===== src/rtl/piso_shift_controller_pkg.sv =====
`default_nettype none
// +-----------------------------------------------------------------+
// | piso_pkg : shared state encoding and sizing helper for the PISO |
// | Rev 1.0                                                         |
// +-----------------------------------------------------------------+
package piso_pkg;

  typedef enum logic [1:0] {
    IDLE  = 2'd0,
    SHIFT = 2'd1,
    DONE  = 2'd2
  } state_t;

  function automatic int cnt_width(input int width);
    return $clog2(width);
  endfunction

endpackage
`default_nettype wire


===== src/rtl/piso_shift_controller_if.sv =====
`default_nettype none
// +-----------------------------------------------------------------+
// | piso_shift_controller_if : producer/consumer bundle of the PISO |
// | Rev 1.0                                                         |
// +-----------------------------------------------------------------+
interface piso_shift_controller_if #(
  parameter int WIDTH = 8
);
  logic [WIDTH-1:0] in_data;
  logic             in_valid;
  logic             in_ready;
  logic             shift_en;
  logic             abort;
  logic             ser_out;
  logic             frame;
  logic             done;

  modport master (
    output in_data, in_valid, shift_en, abort,
    input  in_ready, ser_out, frame, done
  );

  modport slave (
    input  in_data, in_valid, shift_en, abort,
    output in_ready, ser_out, frame, done
  );
endinterface
`default_nettype wire


===== src/rtl/piso_shift_reg.sv =====
`default_nettype none
// +-----------------------------------------------------------------+
// | piso_shift_reg : loadable zero-filling shift register           |
// | Rev 1.0                                                         |
// +-----------------------------------------------------------------+
module piso_shift_reg #(
  parameter int WIDTH     = 8,
  parameter int LSB_FIRST = 0
) (
  input  wire logic             clock,
  input  wire logic             reset_n,
  input  wire logic             load,
  input  wire logic             shift,
  input  wire logic             clear,
  input  wire logic [WIDTH-1:0] din,
  output logic                  sout
);

  logic [WIDTH-1:0] r_sreg;
  logic [WIDTH-1:0] w_shifted;

  // Output end is bit 0 when LSB first, bit WIDTH-1 otherwise.
  generate
    if (LSB_FIRST != 0) begin : g_lsb_first
      assign w_shifted = {1'b0, r_sreg[WIDTH-1:1]};
      assign sout      = r_sreg[0];
    end else begin : g_msb_first
      assign w_shifted = {r_sreg[WIDTH-2:0], 1'b0};
      assign sout      = r_sreg[WIDTH-1];
    end
  endgenerate

  always_ff @(posedge clock or negedge reset_n) begin
    if (!reset_n) begin
      r_sreg <= '0;
    end else if (clear) begin
      r_sreg <= '0;
    end else if (load) begin
      r_sreg <= din;
    end else if (shift) begin
      r_sreg <= w_shifted;
    end
  end

endmodule
`default_nettype wire


===== src/rtl/piso_shift_controller.sv =====
`default_nettype none
// +-----------------------------------------------------------------+
// | piso_shift_controller : handshake-loaded serializer sequencer   |
// | Rev 1.0                                                         |
// +-----------------------------------------------------------------+
module piso_shift_controller
  import piso_pkg::*;
#(
  parameter int WIDTH     = 8,
  parameter int LSB_FIRST = 0
) (
  input wire logic                clock,
  input wire logic                reset_n,
  piso_shift_controller_if.slave  bus
);

  localparam int c_CNT_W = cnt_width(WIDTH);

  state_t             r_state;
  state_t             w_state_nxt;
  logic [c_CNT_W-1:0] r_cnt;
  logic [c_CNT_W-1:0] w_cnt_nxt;
  logic               w_load;
  logic               w_shift;
  logic               w_clear;
  logic               w_sout;

  always_ff @(posedge clock or negedge reset_n) begin
    if (!reset_n) begin
      r_state <= IDLE;
      r_cnt   <= '0;
    end else begin
      r_state <= w_state_nxt;
      r_cnt   <= w_cnt_nxt;
    end
  end

  // abort outranks everything, including acceptance while idle
  always_comb begin
    w_state_nxt = r_state;
    w_cnt_nxt   = r_cnt;
    w_load      = 1'b0;
    w_shift     = 1'b0;
    w_clear     = 1'b0;
    case (r_state)
      IDLE: begin
        if (bus.in_valid && !bus.abort) begin
          w_load      = 1'b1;
          w_cnt_nxt   = c_CNT_W'(WIDTH - 1);
          w_state_nxt = SHIFT;
        end
      end
      SHIFT: begin
        if (bus.abort) begin
          w_clear     = 1'b1;
          w_cnt_nxt   = '0;
          w_state_nxt = IDLE;
        end else if (bus.shift_en) begin
          if (r_cnt != '0) begin
            w_shift   = 1'b1;
            w_cnt_nxt = r_cnt - 1'b1;
          end else begin
            w_state_nxt = DONE;
          end
        end
      end
      DONE: begin
        if (bus.abort) begin
          w_clear   = 1'b1;
          w_cnt_nxt = '0;
        end
        w_state_nxt = IDLE;
      end
      default: begin
        w_state_nxt = IDLE;
      end
    endcase
  end

  piso_shift_reg #(
    .WIDTH     (WIDTH),
    .LSB_FIRST (LSB_FIRST)
  ) u_sreg (
    .clock   (clock),
    .reset_n (reset_n),
    .load    (w_load),
    .shift   (w_shift),
    .clear   (w_clear),
    .din     (bus.in_data),
    .sout    (w_sout)
  );

  assign bus.in_ready = (r_state == IDLE);
  assign bus.frame    = (r_state == SHIFT);
  assign bus.done     = (r_state == DONE);
  assign bus.ser_out  = (r_state == SHIFT) ? w_sout : 1'b0;

endmodule
`default_nettype wire


===== src/flat_wrapper.sv =====
// flat-port wrapper written by rule: the top's interface ports become plain ports
module piso_shift_controller_flat import piso_pkg::*;
#(
  parameter int WIDTH     = 8,
  parameter int LSB_FIRST = 0
)
  (clock, reset_n, bus_in_data, bus_in_valid, bus_shift_en, bus_abort, bus_in_ready, bus_ser_out, bus_frame, bus_done);
  piso_shift_controller_if #(.WIDTH(WIDTH)) bus_i ();
  input wire logic clock;
  input wire logic reset_n;
  input wire logic [$bits(bus_i.in_data)-1:0] bus_in_data;
  input wire logic [$bits(bus_i.in_valid)-1:0] bus_in_valid;
  input wire logic [$bits(bus_i.shift_en)-1:0] bus_shift_en;
  input wire logic [$bits(bus_i.abort)-1:0] bus_abort;
  output wire logic [$bits(bus_i.in_ready)-1:0] bus_in_ready;
  output wire logic [$bits(bus_i.ser_out)-1:0] bus_ser_out;
  output wire logic [$bits(bus_i.frame)-1:0] bus_frame;
  output wire logic [$bits(bus_i.done)-1:0] bus_done;
  assign bus_i.in_data = bus_in_data;
  assign bus_i.in_valid = bus_in_valid;
  assign bus_i.shift_en = bus_shift_en;
  assign bus_i.abort = bus_abort;
  assign bus_in_ready = bus_i.in_ready;
  assign bus_ser_out = bus_i.ser_out;
  assign bus_frame = bus_i.frame;
  assign bus_done = bus_i.done;
  piso_shift_controller #(.WIDTH(WIDTH), .LSB_FIRST(LSB_FIRST)) u_core (.clock(clock), .reset_n(reset_n), .bus(bus_i));
endmodule

===== config.mk =====
export PLATFORM = sky130hd
export DESIGN_NAME = piso_shift_controller_flat
export DESIGN_NICKNAME = d
export VERILOG_FILES = /design/src/rtl/piso_shift_controller_pkg.sv /design/src/rtl/piso_shift_controller_if.sv /design/src/rtl/piso_shift_reg.sv /design/src/rtl/piso_shift_controller.sv /design/src/flat_wrapper.sv
export SDC_FILE = /design/constraint.sdc
export NUM_CORES = 1
export LEC_CHECK = 0
export CAP_MARGIN = 25
export CORE_AREA = 3 3 47 49
export DETAILED_ROUTE_END_ITERATION = 16
export DIE_AREA = 0 0 50 52
export PLACE_DENSITY = 0.81
export SYNTH_ARGS = -nofsm -noshare
export SYNTH_HDL_FRONTEND = slang
export SYNTH_HIERARCHICAL = 1
export SYNTH_SLANG_ARGS = --single-unit

===== constraint.sdc =====
create_clock -name clock -period 1.5 [get_ports clock]
set_input_delay 0.225 -clock clock [delete_from_list [all_inputs] [get_ports clock]]
set_output_delay 0.225 -clock clock [all_outputs]
set_load 0.01 [all_outputs]

# [Yosys cells after proc, flatten, opt, wreduce, memory -nomap -nowiden]
# Index checks and enable logic that the tools add are counted.
[totals] register_bits=13 latchBits=0 ram_bits=0 rom_bits=0 input_bits=13 output_inout_bits=4 wordCells=43 n_memories=0
[classes] n_addsub=1 n_mul=0 div=0 order_cmp=0 n_eq_ne=7 shift=0 mux=23 n_bitwise=0 reduce_logical=9
[ops] op="$mux W8" count=3
[ops] op="$mux W3" count=5
[ops] op="$mux W1" count=9
[ops] op="$pmux W3 S3" count=1
[ops] op="$reduce_bool A3 Y1" count=3
[ops] op="$mux W2" count=4
[ops] op="$ne A3 B3 Y1 const B" count=2
[ops] op="$reduce_and A5 Y1" count=1
[ops] op="$pmux W2 S2" count=1
[ops] op="$ne A3 B2 Y1 const B" count=1
[ops] op="$reduce_and A3 Y1" count=1
[ops] op="$sub A3 B1 Y3 const B" count=1
[ops] op="$eq A2 B1 Y1 const B" count=1
[ops] op="$eq A2 B2 Y1 const B" count=1
[ops] op="$logic_not A2 Y1" count=1
[ops] op="$ne A2 B1 Y1 const B" count=1
[ops] op="$ne A2 B2 Y1 const B" count=1
[ops] op="$reduce_or A2 Y1" count=1
[ops] op="$logic_and A1 B1 Y1" count=1
[ops] op="$logic_not A1 Y1" count=1

# [Logic depth before layout (Yosys ltp)]
[depth] ltp_word=8 mapped_depth=8 mapped_depth_nobuf=7

# [Hierarchy]
# The synthesis kept the hierarchy.
[by_module_without_submodules] module="piso_shift_reg" instances=1 cells_each=35 area_each_um2=409.1 seq_area_each_um2=200.2
[by_module_without_submodules] module="piso_shift_controller" instances=1 cells_each=44 area_each_um2=395.4 seq_area_each_um2=125.1

# [Worst setup path before layout]
# No wires, ideal clock.
[synth_timing] path_kind="register to register" start="register u_core.r_state[1]" end="register u_core.u_sreg.r_sreg[0]" setup_time_ns=0.077 arrival_time_ns=1.521 required_time_ns=1.423 path_slack_ns=-0.099 stages_incl_launch_ff=8 path_buffers=1 period_less_slack_ns=1.599 path_cell_list="dfrtp_1 > inv_1 > ha_1 > nand2b_1 > nor2_1 > buf_6 > or3b_1 > a21oi_1"
[synth_between] elab_cells_between_ends=10 classes_between="eq/ne: 2; mux: 5; reduce/logical: 3"
[synth_lines] item="start, declared" line_no="piso_shift_controller.sv:19" text="state_t r_state;"
[synth_lines] item="start signal, assigned" line_no="piso_shift_controller.sv:33" text="r_state <= w_state_nxt;"
[synth_lines] item="$eq A2 B1 Y1"
[synth_lines] item="named net bus_frame" line_no="flat_wrapper.sv:17" text="output wire logic [$bits(bus_i.frame)-1:0] bus_frame;"
[synth_lines] item="$mux W1" line_no="piso_shift_controller.sv:45" text="case (r_state)"
[synth_lines] item="named net u_core.w_shift" line_no="piso_shift_controller.sv:24" text="logic w_shift;"
[synth_lines] item="$reduce_bool A3 Y1 (no source line)"
[synth_lines] item="end signal, assigned" line_no="piso_shift_reg.sv:39" text="r_sreg <= din;"
[synth_lines] item="end signal, assigned" line_no="piso_shift_reg.sv:41" text="r_sreg <= w_shifted;"
[synth_lines] item="end, declared" line_no="piso_shift_reg.sv:19" text="logic [WIDTH-1:0] r_sreg;"
# The timed path passes the listed nets, and every way through them passes these cells.
# A chain may end at the register's enable or synchronous reset.

# [Worst setup path in the final report]
[layout_timing] start="register u_core.r_state[1]" end="register u_core.u_sreg.r_sreg[7]"
[layout_between] elab_cells_between_ends=10 classes_between="eq/ne: 2; mux: 5; reduce/logical: 3"
[layout_lines] item="$eq A2 B1 Y1" line_no="piso_shift_controller.sv:45"
[layout_lines] item="$mux W1" line_no="piso_shift_controller.sv:45"
[layout_lines] item="named net u_core.w_shift" line_no="piso_shift_controller.sv:24"
[layout_lines] item="$reduce_bool A3 Y1 (no source line)"
# The timed path passes the listed nets, and every way through them passes these cells.

==> impl_summary.md <==
Detailed routing
The remaining design rule violation count is 0. The DRC violation total after the first TritonRoute iteration is 9. The per-cell via count in the routed design is 5.17. The post-detailed-routing wire length is 1980 um.

The number of vias in the routed layout is 750. The remaining antenna violation count is 0. After detailed routing, the average wire length per cell comes to 13.7 um. Before antenna repair, the detailed router went through 4 iterations.

Pwr
IR analysis of the VDD net gives a maximum drop of 1200 uV. The total power draw is 2.01 mW. In this run the power density over the cells is 1590 mW/mm2. The analysis attributes to cell leakage a power of 0.544 nW.

Clock tree
The count of hold buffers inserted by post-cts repair is 0. The clock net sink count is 13. After clock tree synthesis, the clock-pin slew on the worst setup and hold paths is 0.08 ns. The tree is rooted in a sky130_fd_sc_hd__clkbuf_4. The maximum count of clock buffers along a single path is 2. TritonCTS created 3 clock buffers. The H-tree level count is 1.

TritonCTS built the clock tree. The later-pin clock latency in the skew report is 0.27 ns.

Flow run
The count of maximum capacitance violations is 0.

GRT
The wire length of the first global-routing pass is 3170 um. The number of global-route vias before repair is 784. For this run the aggregate overflow at the end of global routing stands at 0. The number of antenna violations at the first check in global routing is 0. Entering global routing, the biggest net connects 14 pins. The total routing usage reported by global routing is 16.0%.

Floorplanning
17 I/O pins were placed. The floorplan die height is 52 um. The total area inside the core boundary comes to 0.00190 mm2.

Once the floorplan was initialized, standard cells occupied 42.3% of the core. Row generation in the floorplan step produced 16 rows. The floorplan step defined a die boundary enclosing 0.00260 mm2.

Measured along the x axis, the die boundary spans 50 um.

Synthesis
In the synthesized netlist the async set-or-reset flop fraction comes to 100%. The share of synthesized area in the top cell type comes to 40.4%. The number of nets handed over by synthesis was 97.

The commonest cells after synthesis are 13 x sky130_fd_sc_hd__dfrtp_1, 7 x sky130_fd_sc_hd__a211oi_1, 7 x sky130_fd_sc_hd__mux2i_1, 7 x sky130_fd_sc_hd__nor2b_1, 6 x sky130_fd_sc_hd__inv_1. Synthesis inferred 13 register bits. Summing the sequential cell areas from Yosys gives 40.4% of the chip area. The most instantiated library cell after synthesis is sky130_fd_sc_hd__dfrtp_1. The number of flops mapped to enable cells by yosys is 0. By area the synthesized netlist is led by sky130_fd_sc_hd__dfrtp_1 40%, sky130_fd_sc_hd__mux2i_1 8.7%, sky130_fd_sc_hd__ha_1 7.8%, sky130_fd_sc_hd__a211oi_1 6.5%, sky130_fd_sc_hd__nor2b_1 5.4%. The cell count after synthesis came out at 79.

The total standard cell area after synthesis is 805 um2. The average cell area after synthesis is 10.2 um2. The most used flip-flop cell after synthesis is sky130_fd_sc_hd__dfrtp_1. The number of distinct library cells after synthesis is 23. sky130_fd_sc_hd__dfrtp_1 takes more of the synthesized area than any other cell.

The Yosys warning count is 6.

Placement
At the placement stage, the worst setup path has a slack of -0.189 ns. The count of buffers added on input and output ports is 16. Detailed placement ended at an HPWL of 1340 um.

The weighted congestion at the end of routability-driven global placement is 0.766.

Worst setup path
The launching element type of the critical path is a register. The required time of the worst setup path is 1.64 ns. The worst setup path is captured at a register. Data on the critical path arrives at its endpoint at 1.65 ns. The delay of the slowest critical-path stage is 0.40 ns. The slowest cell on the critical path is sky130_fd_sc_hd__dfrtp_1.

By startpoint and endpoint, the worst setup path is classified as register to register. Walking the worst path, the cells encountered are inv_2 -> ha_4 -> nand2b_4 -> nor2_4 -> buf_4 -> mux2i_1 -> a211oi_2. The maximum fanout count along the critical path is 5.

Timing
The total setup violations reported at the end of the flow is 5. The final critical-path required period is 1.51 ns. The count of pins over their slew limit is 0. In the finished design, the share of the clock period the worst path needs comes to 101%. Setup repair after global routing could not meet its margin everywhere. The count of endpoints failing hold in the final timing report came to 0. Once routing completed, OpenROAD measured the worst setup slack at -0.00908 ns. The headroom to the max-slew limit is 75.2%. The final-layout setup total negative slack is -0.0278 ns. Across the routed clock network, the largest skew measured is 0.00433 ns. Timing would allow up to 663 MHz. At the pin with the least slew margin, the transition time is 0.373 ns.

Layout
The number of inserted diodes is 0. In the final layout, the multi-input gates occupy 554 um2. The fraction of layout cells with a size suffix above 1 is 43.2%. The synthesis-to-finish area growth is 57.5%. The number of fillers in the final layout is 147. The area occupied by registers is 325 um2. The number of nets in the final layout is 137.

Worst hold path
The worst min-delay path category is input port to async pin.

Status
The checks that failed: setup timing. The run finished, with violations left.
## what timing repair did
action,in CTS,in global routing
gates resized for setup,23,15
setup buffers,4,1
endpoints found under the setup margin,14,16
pin swaps,13,8
## stage by stage
step,std cells,util [%],hold slack (ns),cell area (um2)
floorplan,79,-,-0.0706,810
global placement,137,58.4,0.504,1110
detailed placement,137,58.4,0.511,1110
CTS,144,64.5,0.262,1230
global route,145,66.6,0.251,1270
finish,145,66.6,0.257,1270
## worst max-delay path, delay by kind of cell, from the launching register on
| family | cells | cell delay [ns] |
|---|---|---|
| fa+ha+maj | 1 | 0.18 |
| buf+inv | 2 | 0.26 |
| compound gates | 1 | 0.09 |
| flops | 1 | 0.40 |
| simple gates | 2 | 0.24 |
| mux | 1 | 0.20 |
## path summary, 6_finish.rpt
check / from / to / slack (ns) / cells after the start
hold / removal: reset_n / u_core/r_cnt[0] / 0.26 / 2
setup / recovery: u_core/r_state[1] / u_core/u_sreg/r_sreg[7] / -0.009 / 7
hold reg to reg: u_core/r_cnt[1] / u_core/r_cnt[1] / 0.55 / 1
max in group asynchronous: reset_n / u_core/u_sreg/r_sreg[1] / 1.08 / 2
min in group clock: bus_in_data[0] / u_core/u_sreg/r_sreg[0] / 0.51 / 3
setup reg to reg: u_core/r_state[1] / u_core/u_sreg/r_sreg[7] / -0.009 / 7
## cell usage in the layout, fill, tap and decap left out, types with 4 or more instances in the layout
cell type and count:
sky130_fd_sc_hd__mux2i_1 7, sky130_fd_sc_hd__a211oi_1 4, sky130_fd_sc_hd__nor2b_1 4, sky130_fd_sc_hd__o22a_1 4, sky130_fd_sc_hd__clkdlybuf4s50_1 12, sky130_fd_sc_hd__inv_2 4
sky130_fd_sc_hd__ha_4 4, sky130_fd_sc_hd__buf_4 20, sky130_fd_sc_hd__dfrtp_1 13
## report_power, final
group          leakage (nW)  switching [mW]  total (mW)  internal (mW)
sequential            0.160          0.0968       0.603          0.506
clock                0.0150           0.114       0.216          0.103
combinational         0.369           0.523        1.20          0.673
total                 0.544           0.733        2.01           1.28
## sequential cells by signal (all words and copies together) (netlist names)
register and flops:
u_core/u_sreg/r_sreg 8, u_core/r_state 2, u_core/r_cnt 3
## cell type report
type	instances	share of cell area, %
clock buffers	4	2.07
inverters	6	1.78
multi-input cells	58	43.7
flip-flops and latches	13	25.7
well taps	27	2.67
repair buffers	37	24.1
## per-layer routing
layer | wire length, um | global-route usage, % | part of all wire, %
met1 | 850 | 18.5 | 43
met2 | 1040 | 27.8 | 52
met4 | 33 | 9.22 | 1.7
met5 | 0 | 0 | 0
met3 | 63 | 2.58 | 3.2
## logic make-up after synthesis
| family | share of synthesized area [%] |
|---|---|
| AOI/OAI and AO/OA | 18.7 |
| buffers and inverters | 5.44 |
| DFF | 40.4 |
| adders and majority gates | 7.78 |
| and+or+nand+nor | 19.0 |
| muxes | 8.71 |
Note: power is estimated with default switching activity, not from simulation.
